`src/rtl/control_sequencer.sv`:
```
// Microsequencer: owns the T-state counter and decodes IR0 into bus master/slave IDs, PC increment, ALU drive and halt.
// Latency: outputs are combinational from the current T-state and IR; one T-state per clock unless stalled.
// Backpressure: mem_ready=0 holds any T-state that touches memory, with pc_inr suppressed until the advancing cycle.
module control_sequencer #(
    parameter int T_STATES     = 8,
    parameter int ID_WIDTH     = 3,
    parameter int AMID_WIDTH   = 2,
    parameter int ALU_OP_WIDTH = 5,
    parameter int MEM_ID       = 1,
    parameter int Z_BIT        = 0
) (
    input  logic                    clk,
    input  logic                    reset,
    input  logic [7:0]              ir,
    input  logic [3:0]              status,
    input  logic                    mem_ready,
    input  logic                    hlt_req,
    input  logic                    resume,
    output logic [T_STATES-1:0]     t_state,
    output logic [ID_WIDTH-1:0]     mid,
    output logic [ID_WIDTH-1:0]     sid,
    output logic                    mid_en,
    output logic                    sid_en,
    output logic [AMID_WIDTH-1:0]   amid,
    output logic                    pc_inr,
    output logic                    alu_oe,
    output logic [ALU_OP_WIDTH-1:0] alu_opcode,
    output logic                    halted,
    output logic                    illegal
);

    localparam int TW = (T_STATES > 1) ? $clog2(T_STATES) : 1;
    typedef logic [TW-1:0] tcnt_t;

    localparam tcnt_t T0 = tcnt_t'(0);
    localparam tcnt_t T1 = tcnt_t'(1);
    localparam tcnt_t T2 = tcnt_t'(2);
    localparam tcnt_t T3 = tcnt_t'(3);
    localparam tcnt_t T4 = tcnt_t'(4);

    localparam logic [ID_WIDTH-1:0] ID_MEM = ID_WIDTH'(MEM_ID);
    localparam logic [ID_WIDTH-1:0] ID_IR0 = ID_WIDTH'(0);
    localparam logic [ID_WIDTH-1:0] ID_A   = ID_WIDTH'(2);
    localparam logic [ID_WIDTH-1:0] ID_AR0 = ID_WIDTH'(4);
    localparam logic [ID_WIDTH-1:0] ID_AR1 = ID_WIDTH'(5);
    localparam logic [ID_WIDTH-1:0] ID_PC0 = ID_WIDTH'(6);
    localparam logic [ID_WIDTH-1:0] ID_PC1 = ID_WIDTH'(7);

    localparam logic [AMID_WIDTH-1:0] AMID_PC = AMID_WIDTH'(0);
    localparam logic [AMID_WIDTH-1:0] AMID_AR = AMID_WIDTH'(1);

    if (T_STATES < 5) begin : g_chk_tstates
        $error("control_sequencer: T_STATES must be at least 5");
    end
    if (ALU_OP_WIDTH > 6) begin : g_chk_aluop
        $error("control_sequencer: ALU_OP_WIDTH must not exceed 6");
    end

    typedef enum logic [1:0] {
        ST_IDLE,
        ST_RUN,
        ST_EXT_HALT
    } state_t;

    state_t state, state_d;
    tcnt_t  t_cnt, t_cnt_d;
    logic   stall;

    // ---------------------------------------------------------------
    // IR decode
    // ---------------------------------------------------------------
    logic [1:0]          op_type;
    logic [5:0]          sys_fn;
    logic [ID_WIDTH-1:0] ir_mid;
    logic [ID_WIDTH-1:0] ir_sid;
    logic                is_mvi, is_alu, is_sys;
    logic                mvi_mid_mem, mvi_sid_mem;
    logic                op_illegal, op_hlt, op_jmp, op_jz;
    logic                unused_status;

    assign op_type     = ir[7:6];
    assign sys_fn      = ir[5:0];
    assign ir_mid      = ID_WIDTH'(ir[5:3]);
    assign ir_sid      = ID_WIDTH'(ir[2:0]);
    assign is_mvi      = (op_type == 2'b00);
    assign is_alu      = (op_type == 2'b01);
    assign is_sys      = (op_type == 2'b10);
    assign mvi_mid_mem = (ir_mid == ID_MEM);
    assign mvi_sid_mem = (ir_sid == ID_MEM);
    assign op_hlt      = is_sys && (sys_fn == 6'd1);
    assign op_jmp      = is_sys && (sys_fn == 6'd2);
    assign op_jz       = is_sys && (sys_fn == 6'd3);

    // A memory-to-memory move has no single bus transfer, so it is rejected.
    assign op_illegal  = (op_type == 2'b11)
                      || (is_sys && (sys_fn > 6'd3))
                      || (is_mvi && mvi_mid_mem && mvi_sid_mem);

    assign unused_status = ^status;

    // ---------------------------------------------------------------
    // State register
    // ---------------------------------------------------------------
    always_ff @(posedge clk or negedge reset) begin
        if (!reset) begin
            state   <= ST_IDLE;
            t_cnt   <= T0;
            illegal <= 1'b0;
        end else begin
            state <= state_d;
            t_cnt <= t_cnt_d;
            if ((state == ST_RUN) && (t_cnt == T1) && op_illegal) begin
                illegal <= 1'b1;
            end
        end
    end

    // ---------------------------------------------------------------
    // Next-state logic
    // ---------------------------------------------------------------
    logic end_instr;

    always_comb begin
        state_d   = state;
        t_cnt_d   = t_cnt;
        end_instr = 1'b0;
        case (state)
            ST_IDLE: begin
                state_d = ST_RUN;
                t_cnt_d = T0;
            end
            ST_RUN: begin
                if (!stall) begin
                    case (t_cnt)
                        T0: t_cnt_d = T1;
                        T1: begin
                            // A HLT releases straight into fetch; external halt requests are not honoured here.
                            if (op_hlt) begin
                                if (resume) begin
                                    t_cnt_d = T0;
                                end
                            end else if (op_jmp || op_jz) begin
                                t_cnt_d = T2;
                            end else begin
                                end_instr = 1'b1;
                            end
                        end
                        T2: begin
                            if (op_jz && !status[Z_BIT]) begin
                                end_instr = 1'b1;
                            end else begin
                                t_cnt_d = T3;
                            end
                        end
                        T3:      t_cnt_d = T4;
                        T4:      end_instr = 1'b1;
                        default: t_cnt_d = T0;
                    endcase
                end
            end
            ST_EXT_HALT: begin
                if (!hlt_req) begin
                    state_d = ST_RUN;
                    t_cnt_d = T0;
                end
            end
            default: begin
                state_d = ST_IDLE;
                t_cnt_d = T0;
            end
        endcase

        if (end_instr) begin
            t_cnt_d = T0;
            if (hlt_req) begin
                state_d = ST_EXT_HALT;
            end
        end
    end

    // ---------------------------------------------------------------
    // Output decode
    // ---------------------------------------------------------------
    logic pc_base;
    logic mem_access;

    always_comb begin
        t_state    = '0;
        mid        = '0;
        sid        = '0;
        mid_en     = 1'b0;
        sid_en     = 1'b0;
        amid       = AMID_PC;
        pc_base    = 1'b0;
        alu_oe     = 1'b0;
        alu_opcode = '0;
        halted     = 1'b0;
        mem_access = 1'b0;
        stall      = 1'b0;
        pc_inr     = 1'b0;

        if ((state != ST_IDLE) && is_alu) begin
            alu_opcode = ir[ALU_OP_WIDTH-1:0];
        end

        if (state == ST_EXT_HALT) begin
            halted = 1'b1;
        end

        if (state == ST_RUN) begin
            t_state = T_STATES'(1) << t_cnt;
            case (t_cnt)
                T0: begin
                    mid     = ID_MEM;
                    sid     = ID_IR0;
                    mid_en  = 1'b1;
                    sid_en  = 1'b1;
                    pc_base = 1'b1;
                end
                T1: begin
                    if (op_illegal) begin
                        // executes as a NOP
                    end else if (is_mvi) begin
                        mid     = ir_mid;
                        sid     = ir_sid;
                        mid_en  = 1'b1;
                        sid_en  = 1'b1;
                        amid    = mvi_sid_mem ? AMID_AR : AMID_PC;
                        pc_base = mvi_mid_mem;
                    end else if (is_alu) begin
                        alu_oe = 1'b1;
                        sid    = ID_A;
                        sid_en = 1'b1;
                    end else if (op_hlt) begin
                        halted = 1'b1;
                    end else if (op_jmp || op_jz) begin
                        mid     = ID_MEM;
                        sid     = ID_AR0;
                        mid_en  = 1'b1;
                        sid_en  = 1'b1;
                        pc_base = 1'b1;
                    end
                end
                T2: begin
                    mid     = ID_MEM;
                    sid     = ID_AR1;
                    mid_en  = 1'b1;
                    sid_en  = 1'b1;
                    pc_base = 1'b1;
                end
                T3: begin
                    mid    = ID_AR0;
                    sid    = ID_PC0;
                    mid_en = 1'b1;
                    sid_en = 1'b1;
                    amid   = AMID_AR;
                end
                T4: begin
                    mid    = ID_AR1;
                    sid    = ID_PC1;
                    mid_en = 1'b1;
                    sid_en = 1'b1;
                    amid   = AMID_AR;
                end
                default: begin
                    t_state = '0;
                end
            endcase
        end

        mem_access = (mid_en && (mid == ID_MEM)) || (sid_en && (sid == ID_MEM));
        stall      = mem_access && !mem_ready;
        pc_inr     = pc_base && !stall;
    end

endmodule

```
`config.mk`:
```
export PLATFORM = sky130hd
export DESIGN_NAME = control_sequencer
export DESIGN_NICKNAME = d
export VERILOG_FILES = /design/src/rtl/control_sequencer.sv
export SDC_FILE = /design/constraint.sdc
export NUM_CORES = 1
export LEC_CHECK = 0
export BUFFER_PORTS_ARGS = -buffer_cell sky130_fd_sc_hd__buf_2
export CORE_ASPECT_RATIO = 1.1
export CORE_UTILIZATION = 49
export DETAILED_ROUTE_END_ITERATION = 10
export PLACE_DENSITY = 0.85
export SLEW_MARGIN = 20
export SYNTH_ARGS = -nofsm -noshare
export SYNTH_HDL_FRONTEND = slang
export SYNTH_SLANG_ARGS = --single-unit
```
`constraint.sdc`:
```
create_clock -name clk -period 6.7 [get_ports clk]
set_input_delay 1.34 -clock clk [delete_from_list [all_inputs] [get_ports clk]]
set_output_delay 1.34 -clock clk [all_outputs]
set_load 0.01 [all_outputs]
```
==> flow_metrics.env, run 1 <==
export IMPL_worstHoldPathType="register to register"
export IMPL_wl_met2_um=1180
export IMPL_first_pass_iters=5
export IMPL_path_common_cell="buf_2"
export IMPL_drt_wirelength_per_cell_um=13.5
export IMPL_synth_area_um2=873
export IMPL_syn_area_per_cell_um2=6.93
export IMPL_ys_flop_type="dfrtp_1"
export IMPL_layout_nets=177
export IMPL_drv_cap=0
export IMPL_post_cts_setup_buffer_count=0
export IMPL_final_area_um2=1050
export IMPL_core_area_um2=1610
export IMPL_crit_family="simple AND/OR/NAND/NOR gates"
export IMPL_grt_pass1_wl_um=3800
export IMPL_finalSetupTns_ns=0
export IMPL_gr_usage_all_layers=0.253
export IMPL_max_stage_delay_ns=0.59
export IMPL_cp_slowest_cell="or4_4"
export IMPL_synth_seq_cells=6
export IMPL_routed_via_density=5.89
export IMPL_fin_cells=175
export IMPL_numPortBuffers=36
export IMPL_antenna_left=0
export IMPL_topRoutingLayerUsed="met4"
export IMPL_fp_dieArea_um2=1960
export IMPL_grt_pass1_vias=916
export IMPL_fillCellCount=153
export IMPL_tightest_slew_ns=0.693
export IMPL_required_ns=5.36
export IMPL_cp_arrival_ns=3.21
export IMPL_synth_async_sr_flop_share=1.00
export IMPL_peakVddDrop_mv=0.196
export IMPL_fmax_ghz=0.220
export IMPL_final_max_slew_violation_count=0
export IMPL_clock_skew_ns=0.00604
export IMPL_gp_congestion=0.882
export IMPL_setup_viol=0
export IMPL_final_min_clock_period_ns=4.55
export IMPL_cp_max_fo=7
export IMPL_fin_crit_sh=0.679
export IMPL_cts_tree="built"
export IMPL_cts_buffers=3
export IMPL_drive_above_1_share=0.316
export IMPL_critPathKind="input pin to output port"
export IMPL_initial_core_util=0.541
export IMPL_vias=1030
export IMPL_start_kind="input pin"
export IMPL_final_cell_mix="buf_2 (36), nor2_1 (18), nand2_1 (13)"
export IMPL_clk_path_buf_depth=2
export IMPL_placed_area_um2=1030
export IMPL_synth_edf_count=0
export IMPL_routed_wl_um=2360
export IMPL_power_density_nw_per_um2=258
export IMPL_grt_max_degree=19
export IMPL_area_delta_synth_final_pct=20.3
export IMPL_ios=44
export IMPL_hpwl_um=1820
export IMPL_drtIter0Drc=39
export IMPL_post_cts_resized=0
export IMPL_postCtsHoldBufs=0
export IMPL_path_buf_inv=2
export IMPL_slew_headroom=0.534
export IMPL_timing_hold_ws_ns=0.469
export IMPL_htreeDepth=1
export IMPL_cts_clk_slew_worst_paths_ns=0.05
export IMPL_leakage_nw=0.530
export IMPL_root_buffer="clkbuf_4"
export IMPL_synth_cell_types=44
export IMPL_cts_num_sinks=6
export IMPL_num_antenna_cells=0
export IMPL_place_ws_ns=2.17
export IMPL_synthCells=126
export IMPL_antenna_found_initial=0
export IMPL_worstSkewPairLatency_ns=0.24
export IMPL_ys_warn_count=0
export IMPL_crit_path_cell_trace="buf_2 -> or4_4 -> nor3_2 -> o32ai_1 -> and4b_4 -> a2111oi_1 -> buf_2"
export IMPL_drc=0
export IMPL_met1_length_um=999
export IMPL_fin_ws_ns=2.15
export IMPL_rsz0062_at_grt="false"
export IMPL_ys_seq_area_frac=0.172
export IMPL_dr_wl_met3_um=175
export IMPL_outcome="finished, final reports clean"
export IMPL_worst_setup_path_end_kind="output port"
export IMPL_rows=15
export IMPL_fp_dieH_um=46.3
export IMPL_fp_dieW_um=42.3
export IMPL_hold_viol_final=0
export IMPL_grt_overflow_total=0
export IMPL_final_common_cell="buf_2"
export IMPL_dp_cells=172
==> cell type report <==
class                           instances  area, um^2  share of cell area
Timing Repair Buffer                   36         180               0.171
Clock buffer                            3        22.5              0.0214
Tap cell                               17        21.3              0.0202
Multi-Input combinational cell        105         647               0.615
Inverter                                8        30.0              0.0286
Sequential cell                         6         150               0.143
==> worst register-to-register path, cell delays in order, from the launching register on <==
cell and delay [ns]:
dfrtp_1 0.55, inv_1 0.16, nor3_1 0.56, a211oi_1 0.15, and4b_4 0.28, nor3_4 0.21
mux2_1 0.34
==> flip-flops by register name, indices dropped and copies added, names as in the netlist <==
name,cells
illegal,1
state,2
t_cnt,3
==> metrics by stage <==
step	utilization	total power [mW]
floorplan	-	0.182
global placement	0.637	0.233
detailed placement	0.637	0.237
CTS	0.651	0.272
global route	0.651	0.294
finish	0.651	0.271
==> cell usage after synthesis (2+ instances only) <==
cell type	instances	area share
nor3_1	8	0.046
o21ai_0	5	0.029
o21bai_1	2	0.017
a211oi_1	2	0.017
and2_1	3	0.021
and3_1	2	0.014
nand2b_1	3	0.021
a21oi_1	10	0.057
a31o_2	2	0.020
buf_4	5	0.043
nor2_1	18	0.077
clkbuf_1	4	0.017
nor4_1	2	0.014
nand2_1	13	0.056
dfrtp_1	6	0.17
nor2b_1	4	0.029
nand3_1	3	0.017
inv_1	8	0.034
==> power breakdown <==
part	internal (mW)	leakage, nW	switching, mW	total (mW)
sequential	0.0433	0.0728	0.0185	0.0618
combinational	0.0734	0.444	0.104	0.177
clock	0.0202	0.0138	0.0117	0.0319
==> cell families (layout without fill, tap and decap cells) <==
kind of cell              Yosys count  in the layout  synth area share
and+or+nand+nor                    68             68             0.453
muxes                               1              1            0.0129
xor gates and xnor gates            1              1            0.0100
other                               1              4           0.00429
buffers and inverters              18             47             0.100
DFF                                 6              6             0.172
AOI/OAI and AO/OA                  31             31             0.248
==> routing by layer <==
metal,global-route usage,vias to the layer above
met5,0,-
met4,0.119,0
met1,0.309,462
li1,-,510
met2,0.446,56
met3,0.0314,2
==> final timing paths <==
check,from,to,slack [ns],cells after the start
min,illegal$_DFFE_PN0P_,illegal$_DFFE_PN0P_,0.47,1
min reg2reg,illegal$_DFFE_PN0P_,illegal$_DFFE_PN0P_,0.47,1
min in group asynchronous,reset,t_cnt[0]$_DFFE_PN0P_,0.91,1
max reg2reg,t_cnt[2]$_DFFE_PN0P_,t_cnt[0]$_DFFE_PN0P_,4.34,6
max,ir[6],pc_inr,2.15,7
max in group asynchronous,reset,state[0]$_DFF_PN0_,5.64,1
No activity file was read; power rests on OpenSTA's default activity.
==> run 2: changes to the inputs <==
CORE_UTILIZATION = 45   (was 49)
PLACE_DENSITY = 0.79   (was 0.85)
clock period = 4.7 ns   (was 6.7 ns; I/O delays follow)
==> run 2 against run 1 <==
First-iteration DRC count fell by 23%; critical endpoint unchanged; critical path type unchanged; cell area is 0.12% higher; clock power grew 45%; critical path depth unchanged; via count up 0.29%; register-to-register slack lost 2.0 ns; largest cell class unchanged.
==> flow_metrics.env, run 2 (same netlist as run 1, synthesis figures left out) <==
export IMPL_fin_util=0.584
export IMPL_tightest_slew_ns=0.700
export IMPL_setup_viol=0
export IMPL_final_max_slew_violation_count=0
export IMPL_fin_crit_sh=0.800
export IMPL_reg2reg_from="t_cnt[2]$_DFFE_PN0P_"
export IMPL_max_stage_delay_ns=0.58
export IMPL_drc=0
export IMPL_clk_path_buf_depth=2
export IMPL_post_cts_setup_buffer_count=0
export IMPL_clock_skew_ns=0.00328
export IMPL_fin_cells=176
export IMPL_peakVddDrop_mv=0.252
export IMPL_rows=16
export IMPL_antenna_found_initial=0
export IMPL_cp_num_cells=7
export IMPL_cts_clk_slew_worst_paths_ns=0.04
export IMPL_cp_slowest_cell="or4_4"
export IMPL_crit_path_cell_trace="buf_2 -> or4_4 -> nor3_2 -> o32ai_1 -> and4b_4 -> a2111oi_1 -> buf_2"
export IMPL_worstHoldPathType="register to register"
export IMPL_gp_congestion=0.870
export IMPL_crit_family="simple AND/OR/NAND/NOR gates"
export IMPL_vias=1033
export IMPL_pwr_share_seq=0.231
export IMPL_path_common_cell="buf_2"
export IMPL_worstRegToRegCells=6
export IMPL_initial_core_util=0.485
export IMPL_cts_num_sinks=6
export IMPL_drive_above_1_share=0.316
export IMPL_switching_power_uw=192
export IMPL_antenna_left=0
export IMPL_layout_nets=177
export IMPL_grt_max_degree=19
export IMPL_largest_reg_flops=3
export IMPL_routed_via_density=5.87
export IMPL_reg_largest_list="t_cnt x3, state x2, illegal x1"
export IMPL_fmax_ghz=0.266
export IMPL_hpwl_um=1790
export IMPL_first_pass_iters=6
export IMPL_num_antenna_cells=0
export IMPL_start_kind="input pin"
export IMPL_regMostFlops="t_cnt"
export IMPL_final_common_cell="buf_2"
export IMPL_rsz0062_at_grt="false"
export IMPL_internal_power_uw=195
export IMPL_grt_overflow_total=0
export IMPL_cts_buffers=3
export IMPL_cts_tree="built"
export IMPL_worst_setup_path_end_kind="output port"
export IMPL_ios=44
export IMPL_root_buffer="clkbuf_4"
export IMPL_final_cell_mix="buf_2 (36), nor2_1 (18), nand2_1 (13)"
export IMPL_gr_usage_all_layers=0.226
export IMPL_drtIter0Drc=30
export IMPL_critPathKind="input pin to output port"
export IMPL_core_area_um2=1800
export IMPL_fillCellCount=173
export IMPL_hold_viol_final=0
export IMPL_dp_cells=173
export IMPL_clockPowerShare=0.119
export IMPL_grt_pass1_vias=798
export IMPL_drv_cap=0
export IMPL_final_min_clock_period_ns=3.76
export IMPL_drt_wirelength_per_cell_um=13.2
export IMPL_timing_hold_ws_ns=0.474
export IMPL_power_density_nw_per_um2=368
export IMPL_routed_wl_um=2330
export IMPL_p_sw_frac=0.497
export IMPL_cp_arrival_ns=2.82
export IMPL_min_delay_start="illegal$_DFFE_PN0P_"
export IMPL_r2r_slack_ns=2.34
export IMPL_p_comb_frac=0.650
export IMPL_cp_max_fo=7
export IMPL_reg2reg_to="t_cnt[0]$_DFFE_PN0P_"
export IMPL_startpoint="ir[6]"
export IMPL_endpoint="pc_inr"
export IMPL_numPortBuffers=36
export IMPL_worstSkewPairLatency_ns=0.24
export IMPL_leakage_nw=0.530
export IMPL_post_cts_resized=0
export IMPL_area_delta_synth_final_pct=20.5
export IMPL_outcome="finished, final reports clean"
export IMPL_slew_headroom=0.530
export IMPL_finalSetupTns_ns=0
export IMPL_fp_dieH_um=48.2
export IMPL_postCtsHoldBufs=0
export IMPL_grt_pass1_wl_um=3460
export IMPL_fp_dieArea_um2=2120
export IMPL_path_buf_inv=2
export IMPL_fp_dieW_um=44.0
export IMPL_required_ns=3.76
export IMPL_htreeDepth=1
run 2: cell type report:
cell class,instances,area (um^2),share of cell area
Timing Repair Buffer,36,180,0.171
Tap cell,18,22.5,0.0214
Multi-Input combinational cell,105,647,0.615
Sequential cell,6,150,0.143
Clock buffer,3,22.5,0.0214
Inverter,8,30.0,0.0285
run 2: worst reg2reg max path: cells and delay by family (launching register included):
kind                   cells  cell delay, ns
buffers and inverters      1            0.17
flip-flops                 1            0.55
multiplexers               1            0.35
AO/OA/AOI/OAI              1            0.13
AND/OR/NAND/NOR            3            1.04
run 2: how the worst min path moves through the flow:
stage                          endpoint  cells past startpoint  slack [ns]
floorplan           illegal$_DFFE_PN0P_                      1        0.51
global placement    illegal$_DFFE_PN0P_                      1        0.46
detailed placement  illegal$_DFFE_PN0P_                      1        0.47
CTS                 illegal$_DFFE_PN0P_                      1        0.49
global route        illegal$_DFFE_PN0P_                      1        0.49
finish              illegal$_DFFE_PN0P_                      1        0.47
run 2: through the flow:
step                      cell area [um^2]  setup slack (ns)  power, mW
final                                 1050             0.940      0.388
after global routing                  1050             0.856      0.424
after CTS                             1050             0.936      0.387
after detailed placement              1030             0.986      0.339
after floorplan                        885              1.14      0.260
after global placement                1030             0.985      0.333
run 2: routing by layer:
metal / GRT usage / vias to the layer above / part of all wire
met5: 0 / - / 0
met4: 0.115 / 0 / 0.019
met3: 0.0259 / 5 / 0.049
met2: 0.388 / 42 / 0.46
met1: 0.286 / 473 / 0.47
li1: - / 513 / -
run 2: power by group through the flow:
| stage | clock network, mW | logic (mW) | registers, mW |
|---|---|---|---|
| 3_3_place_gp | 0 | 0.245 | 0.0878 |
| 6_report | 0.0462 | 0.252 | 0.0895 |
| 4_1_cts | 0.0473 | 0.252 | 0.0875 |
| 2_1_floorplan | 0 | 0.186 | 0.0741 |
| 3_5_place_dp | 0 | 0.250 | 0.0885 |
| 5_1_grt | 0.0535 | 0.278 | 0.0917 |
